===== src/rtl/if_fetch_unit_pkg.sv =====
// Shared pipeline definitions for the instruction-fetch stage: opcode
// constants, width defaults and the HALT-drain state encoding.
package if_fetch_unit_pkg;

    localparam int PC_SIZE_DEF   = 32;
    localparam int INST_SIZE_DEF = 32;
    localparam int DRAIN_CNT_W   = 4;

    localparam logic [31:0] HALT_OPCODE = 32'hFFFF_FFFF;
    localparam logic [31:0] NOP_INSTR   = 32'h0000_0000;

    typedef enum logic [1:0] {
        FS_RUN    = 2'd0,
        FS_DRAIN  = 2'd1,
        FS_HALTED = 2'd2
    } fetch_state_e;

endpackage


===== src/rtl/if_fetch_unit_if_id_reg.sv =====
// IF/ID pipeline register: loads the fetched instruction and PC+4, holds on
// disable or stall, and collapses to a NOP bubble on flush.
module if_id_reg
    import if_fetch_unit_pkg::*;
#(
    parameter int PC_SIZE   = PC_SIZE_DEF,
    parameter int INST_SIZE = INST_SIZE_DEF
) (
    input  logic                 i_clock,
    input  logic                 i_reset,
    input  logic                 en_i,
    input  logic                 stall_i,
    input  logic                 flush_i,
    input  logic [INST_SIZE-1:0] instr_i,
    input  logic [PC_SIZE-1:0]   pc4_i,
    output logic [INST_SIZE-1:0] instr_o,
    output logic [PC_SIZE-1:0]   pc4_o,
    output logic                 valid_o
);

    logic [INST_SIZE-1:0] instr_q;
    logic [PC_SIZE-1:0]   pc4_q;
    logic                 valid_q;

    // Register update: reset > hold (disabled/stalled) > flush-to-NOP > load.
    always_ff @(posedge i_clock) begin
        if (i_reset) begin
            instr_q <= INST_SIZE'(NOP_INSTR);
            pc4_q   <= '0;
            valid_q <= 1'b0;
        end else if (en_i && !stall_i) begin
            if (flush_i) begin
                instr_q <= INST_SIZE'(NOP_INSTR);
                pc4_q   <= '0;
                valid_q <= 1'b0;
            end else begin
                instr_q <= instr_i;
                pc4_q   <= pc4_i;
                valid_q <= 1'b1;
            end
        end
    end

    assign instr_o = instr_q;
    assign pc4_o   = pc4_q;
    assign valid_o = valid_q;

endmodule


===== src/rtl/if_fetch_unit.sv =====
// Instruction-fetch stage: PC register, next-PC select (sequential / JR /
// J / branch) and the IF/ID register. The HALT-drain machine
// (RUN -> DRAIN -> HALTED) is built only when IF_HALT_DETECT_EN is defined;
// otherwise the HALT opcode is fetched like any other word.
module if_fetch_unit
    import if_fetch_unit_pkg::*;
#(
    parameter int PC_SIZE      = PC_SIZE_DEF,
    parameter int INST_SIZE    = INST_SIZE_DEF,
    parameter int DRAIN_CYCLES = 4
) (
    input  logic                 i_clock,
    input  logic                 i_reset,
    input  logic                 i_enable,
    input  logic                 i_stall,
    input  logic [INST_SIZE-1:0] i_instr,
    input  logic                 i_jump_taken,
    input  logic [PC_SIZE-1:0]   i_jump_addr,
    input  logic                 i_branch_taken,
    input  logic [PC_SIZE-1:0]   i_branch_addr,
    input  logic                 i_jr_taken,
    input  logic [PC_SIZE-1:0]   i_jr_addr,
    output logic [PC_SIZE-1:0]   o_pc,
    output logic [INST_SIZE-1:0] o_if_id_instr,
    output logic [PC_SIZE-1:0]   o_if_id_pc4,
    output logic                 o_if_id_valid,
    output logic                 o_halted
);

    if (DRAIN_CYCLES < 1 || DRAIN_CYCLES > 15) begin : g_bad_drain
        $error("DRAIN_CYCLES must be in 1..15");
    end

    logic [PC_SIZE-1:0] pc_q, pc_d;
    logic [PC_SIZE-1:0] pc_plus4;
    logic [PC_SIZE-1:0] target;
    logic               redirect;
    logic               advance;
    logic               ifid_en;
    logic               ifid_flush;

    assign advance  = i_enable & ~i_stall;
    assign pc_plus4 = pc_q + PC_SIZE'(4);

    // Redirect target select; at most one is expected, JR first for determinism.
    always_comb begin
        redirect = i_jr_taken | i_jump_taken | i_branch_taken;
        if (i_jr_taken)        target = i_jr_addr;
        else if (i_jump_taken) target = i_jump_addr;
        else                   target = i_branch_addr;
    end

`ifdef IF_HALT_DETECT_EN
    localparam logic [DRAIN_CNT_W-1:0] CNT_INIT = DRAIN_CNT_W'(DRAIN_CYCLES);

    fetch_state_e           state_q, state_d;
    logic [DRAIN_CNT_W-1:0] cnt_q, cnt_d;

    // Next PC / fetch state; the HALT word itself is latched into IF/ID while
    // the PC parks on it, then DRAIN feeds bubbles until the count expires.
    always_comb begin
        pc_d       = pc_q;
        state_d    = state_q;
        cnt_d      = cnt_q;
        ifid_flush = 1'b0;
        unique case (state_q)
            FS_RUN: begin
                if (redirect) begin
                    pc_d       = target;
                    ifid_flush = 1'b1;
                end else if (i_instr == INST_SIZE'(HALT_OPCODE)) begin
                    cnt_d   = CNT_INIT;
                    state_d = FS_DRAIN;
                end else begin
                    pc_d = pc_plus4;
                end
            end
            FS_DRAIN: begin
                ifid_flush = 1'b1;
                if (redirect) begin
                    // HALT sat in a branch shadow: abandon the drain.
                    pc_d    = target;
                    cnt_d   = '0;
                    state_d = FS_RUN;
                end else begin
                    cnt_d = cnt_q - 1'b1;
                    if (cnt_q == 1) state_d = FS_HALTED;
                end
            end
            FS_HALTED: pc_d = pc_q;
            default:   state_d = FS_RUN;
        endcase
    end

    // PC and fetch-state registers advance only on enabled, unstalled edges.
    always_ff @(posedge i_clock) begin
        if (i_reset) begin
            pc_q    <= '0;
            state_q <= FS_RUN;
            cnt_q   <= '0;
        end else if (advance) begin
            pc_q    <= pc_d;
            state_q <= state_d;
            cnt_q   <= cnt_d;
        end
    end

    assign ifid_en  = i_enable & (state_q != FS_HALTED);
    assign o_halted = (state_q == FS_HALTED);
`else
    // Next PC: redirect bubbles IF/ID, otherwise step sequentially.
    always_comb begin
        pc_d       = pc_plus4;
        ifid_flush = 1'b0;
        if (redirect) begin
            pc_d       = target;
            ifid_flush = 1'b1;
        end
    end

    // PC register advances only on enabled, unstalled edges.
    always_ff @(posedge i_clock) begin
        if (i_reset)      pc_q <= '0;
        else if (advance) pc_q <= pc_d;
    end

    assign ifid_en  = i_enable;
    assign o_halted = 1'b0;
`endif

    if_id_reg #(
        .PC_SIZE   (PC_SIZE),
        .INST_SIZE (INST_SIZE)
    ) u_if_id_reg (
        .i_clock (i_clock),
        .i_reset (i_reset),
        .en_i    (ifid_en),
        .stall_i (i_stall),
        .flush_i (ifid_flush),
        .instr_i (i_instr),
        .pc4_i   (pc_plus4),
        .instr_o (o_if_id_instr),
        .pc4_o   (o_if_id_pc4),
        .valid_o (o_if_id_valid)
    );

    assign o_pc = pc_q;

endmodule


===== config.mk =====
export PLATFORM = sky130hd
export DESIGN_NAME = if_fetch_unit
export DESIGN_NICKNAME = d
export VERILOG_FILES = /design/src/rtl/if_fetch_unit_pkg.sv /design/src/rtl/if_fetch_unit_if_id_reg.sv /design/src/rtl/if_fetch_unit.sv
export SDC_FILE = /design/constraint.sdc
export NUM_CORES = 1
export LEC_CHECK = 0
export BUFFER_PORTS_ARGS = -buffer_cell sky130_fd_sc_hd__buf_2
export CAP_MARGIN = 40
export CORE_ASPECT_RATIO = 1.4
export CORE_MARGIN = 4
export CORE_UTILIZATION = 35
export DETAILED_ROUTE_END_ITERATION = 16
export PLACE_DENSITY = 0.65
export SLEW_MARGIN = 25
export SYNTH_ARGS = -nofsm -noshare
export SYNTH_HDL_FRONTEND = slang
export SYNTH_SLANG_ARGS = --single-unit

===== constraint.sdc =====
create_clock -name i_clock -period 2.4 [get_ports i_clock]
set_clock_uncertainty 0.05 [all_clocks]
set_input_delay 0.48 -clock i_clock [delete_from_list [all_inputs] [get_ports i_clock]]
set_output_delay 0.48 -clock i_clock [all_outputs]
set_load 0.02 [all_outputs]

==> results_dict.tcl <==
set metrics [dict create \
    gr-usage-all-layers_pct 20.5 \
    cts_buffer_depth 2 \
    drt-pass1-iter-count 5 \
    worst_slack_ns 0.190 \
    setup_tns_ns 0 \
    internal_power_mw 2.71 \
    nNetsFinal 995 \
    synth_top_family_by_area "simple AND/OR/NAND/NOR gates" \
    synth_area_leaders "dfxtp_1 (39%), nand2_1 (7.6%), a21oi_1 (6.4%)" \
    cp.arrival_ns 2.43 \
    fillers 1468 \
    multi_input_area_mm2 0.00278 \
    wl_met3_mm 1.31 \
    synth-xor-area-share_pct 4.61 \
    required_ns 2.62 \
    grt-ovfl-total 0 \
    synthFlopType "dfxtp_1" \
    synth_cell_types 51 \
    total_power_mw 3.77 \
    die-area_mm2 0.0161 \
    cts_num_sinks 97 \
    ir_drop_mv 0.296 \
    h-tree-depth 3 \
    antenna_found_initial 0 \
    routed_wirelength_mm 17.1 \
    power_leakage_nw 2.86 \
    slew_violations 0 \
    slew_headroom_pct 56.0 \
    areaGrowthSynthToFinish_pct 35.1 \
    synth_top_cell_by_area "dfxtp_1" \
    power.density_mw_per_mm2 565 \
    yosysWarnings 0 \
    cap_violations 0 \
    fin_crit_sh_pct 92.1 \
    start_util_pct 35.7 \
    synth_compound_area_share_pct 23.9 \
    ant_nets 0 \
    globalplace.congestion 0.882 \
    drive_gt1_share_pct 33.3 \
    period_minus_slack_ns 2.21 \
    hold_viol 0 \
    wl_per_cell_um 16.3 \
    grt_pass1_wl_mm 26.4 \
    first_global_vias 5105 \
    antenna_cells 0 \
    dr_total_vias 5545 \
    path_clk_slew_ns 0.08 \
    end_kind "flop" \
    hpwl_mm 13.0 \
    grt_max_degree 59 \
    clock_power_share_pct 41.1 \
    vias_per_cell 5.29 \
    synth-simple-area-share_pct 25.1 \
    portBuffers 231 \
    cts_resized 0 \
    highest_layer "met4" \
    switching_share_pct 28.1 \
    setup_violations 0 \
    critPathMaxFanout 7 \
    fmax_ghz 0.452 \
    register_area_mm2 0.00194 \
    tightest_slew_ns 0.659 \
    fp.dieW_um 108 \
    ioPinCount 233 \
    hold_class "in2reg" \
    synth_area_mm2 0.00494 \
    sequentialPowerShare_pct 44.9 \
    remaining_drc_errors 0 \
    startpoint_type "flop" \
    synth_top_area_share_pct 39.3 \
    synth_edf_count 0 \
    insertion_delay_ns 0.34 \
    muxShareOfSynthArea_pct 1.85 \
    die_y_um 149 \
    avgSynthCellArea_um2 7.65 \
    cts_tree "built" \
    drtIter0Drc 494 \
    power_frac_comb_pct 14.1 \
    cts_root_buffer "clkbuf_16" \
    ys_seq_elements 97 \
    outcome "finished clean" \
    drt-met1-wl_mm 6.94 \
    rsz0062_at_grt "false" \
    cts_hold_buf 0 \
    post_cts_buffers 0 \
    pre_cts_slack_ns 0.221 \
    path_class "reg2reg" \
    met2_length_mm 8.53 \
    ys_seq_area_share_pct 39.3 \
    async_reset_ff_share_pct 0 \
    coreArea_mm2 0.0138 \
    p_sw_mw 1.06 \
    synthAdderAreaFrac_pct 0.253 \
    synthCells 645 \
    rows 51 \
    cts_buffers 9 \
    synth_nets 781 \
]
==> layout make-up <==
class                   count  share of cell area, %
well taps                 185                   3.47
inverters                   5                  0.281
clock buffers               9                   3.38
repair buffers            259                   20.7
multi-input cells         487                   41.6
clock inverters             7                   1.44
flip-flops and latches     97                   29.1
==> cells in the mapped netlist (all sizes together), types with 14 or more instances <==
cell type	number
a21oi	63
a22oi	31
dfxtp	97
o21ai	61
nand3	47
clkbuf	41
xor2	14
nor3	17
nor2	36
nand2	100
buf	15
==> path summary, 6_finish.rpt <==
check	from	end	slack [ns]	cells after the start
setup reg to reg	o_pc[2]	u_if_id_reg.pc4_o[30]	0.19	6
hold reg to reg	u_if_id_reg.pc4_o[21]	u_if_id_reg.pc4_o[21]	0.40	2
hold / removal	i_instr[17]	u_if_id_reg.instr_o[17]	0.33	3
setup / recovery	o_pc[2]	u_if_id_reg.pc4_o[30]	0.19	6
==> worst max-delay path, stage by stage, from the launching register on <==
cell and delay [ns]:
dfxtp_1 0.43, ha_1 0.32, nand3_4 0.16, nor4_4 0.36, nand2_1 0.17, or4_4 0.54, o211ai_1 0.10
==> power by group through the flow <==
stage / Sequential (mW) / Combinational [mW] / Clock (mW)
2_1_floorplan: 1.76 / 0.249 / 0
3_5_place_dp: 1.73 / 0.530 / 0
5_1_grt: 1.70 / 0.584 / 1.67
4_1_cts: 1.69 / 0.531 / 1.58
6_report: 1.69 / 0.529 / 1.55
3_3_place_gp: 1.73 / 0.529 / 0
==> registers in the layout (all words and copies together) (netlist names) <==
name                 count
u_if_id_reg.valid_o      1
u_if_id_reg.instr_o     32
o_pc                    32
u_if_id_reg.pc4_o       32
==> layout by cell type (no fill, tap or decap), types with 4 or more instances in the layout <==
cell       Yosys  final
xnor2_1       12     12
dfxtp_1       97     97
a21oi_1       63     63
mux2i_1        8      8
clkbuf_16      0      9
nor4_1         4      4
a31oi_1        4      4
buf_4          1     27
nor3_1        17     16
a221oi_1       8      8
buf_2          4    231
inv_1          5      5
nor3b_1        4      4
o21ai_0       61     61
nor2_1        36     35
o311ai_0       5      5
nand4_1       12     12
nand2_1      100    100
xor2_1        14     14
a22oi_1       31     31
nand3_1       46     46
nor2b_1        8      6
o22ai_1        5      5
==> stage by stage <==
stage	instances	hold slack, ns	instance area (um2)	utilization, %
2_1_floorplan	645	0.480	4940	-
3_3_place_gp	1033	0.381	6350	45.8
3_5_place_dp	1033	0.388	6350	45.8
4_1_cts	1049	0.315	6670	48.2
5_1_grt	1049	0.321	6670	48.2
6_report	1049	0.329	6670	48.2
==> kinds of logic after synthesis <==
family / Yosys count
other: 1
flip-flops: 97
adder cells (fa/ha/maj): 1
AND/OR/NAND/NOR: 254
multiplexers: 9
buffers and inverters: 61
AO/OA/AOI/OAI: 196
XOR/XNOR: 26
==> layer usage <==
| layer | global-route usage [%] | vias to the layer above |
|---|---|---|
| met5 | 0 | - |
| met4 | 6.51 | 0 |
| met3 | 3.56 | 28 |
| met2 | 34.9 | 253 |
| met1 | 26.4 | 2504 |
| li1 | - | 2760 |
Note: power is estimated with default switching activity, not from simulation.
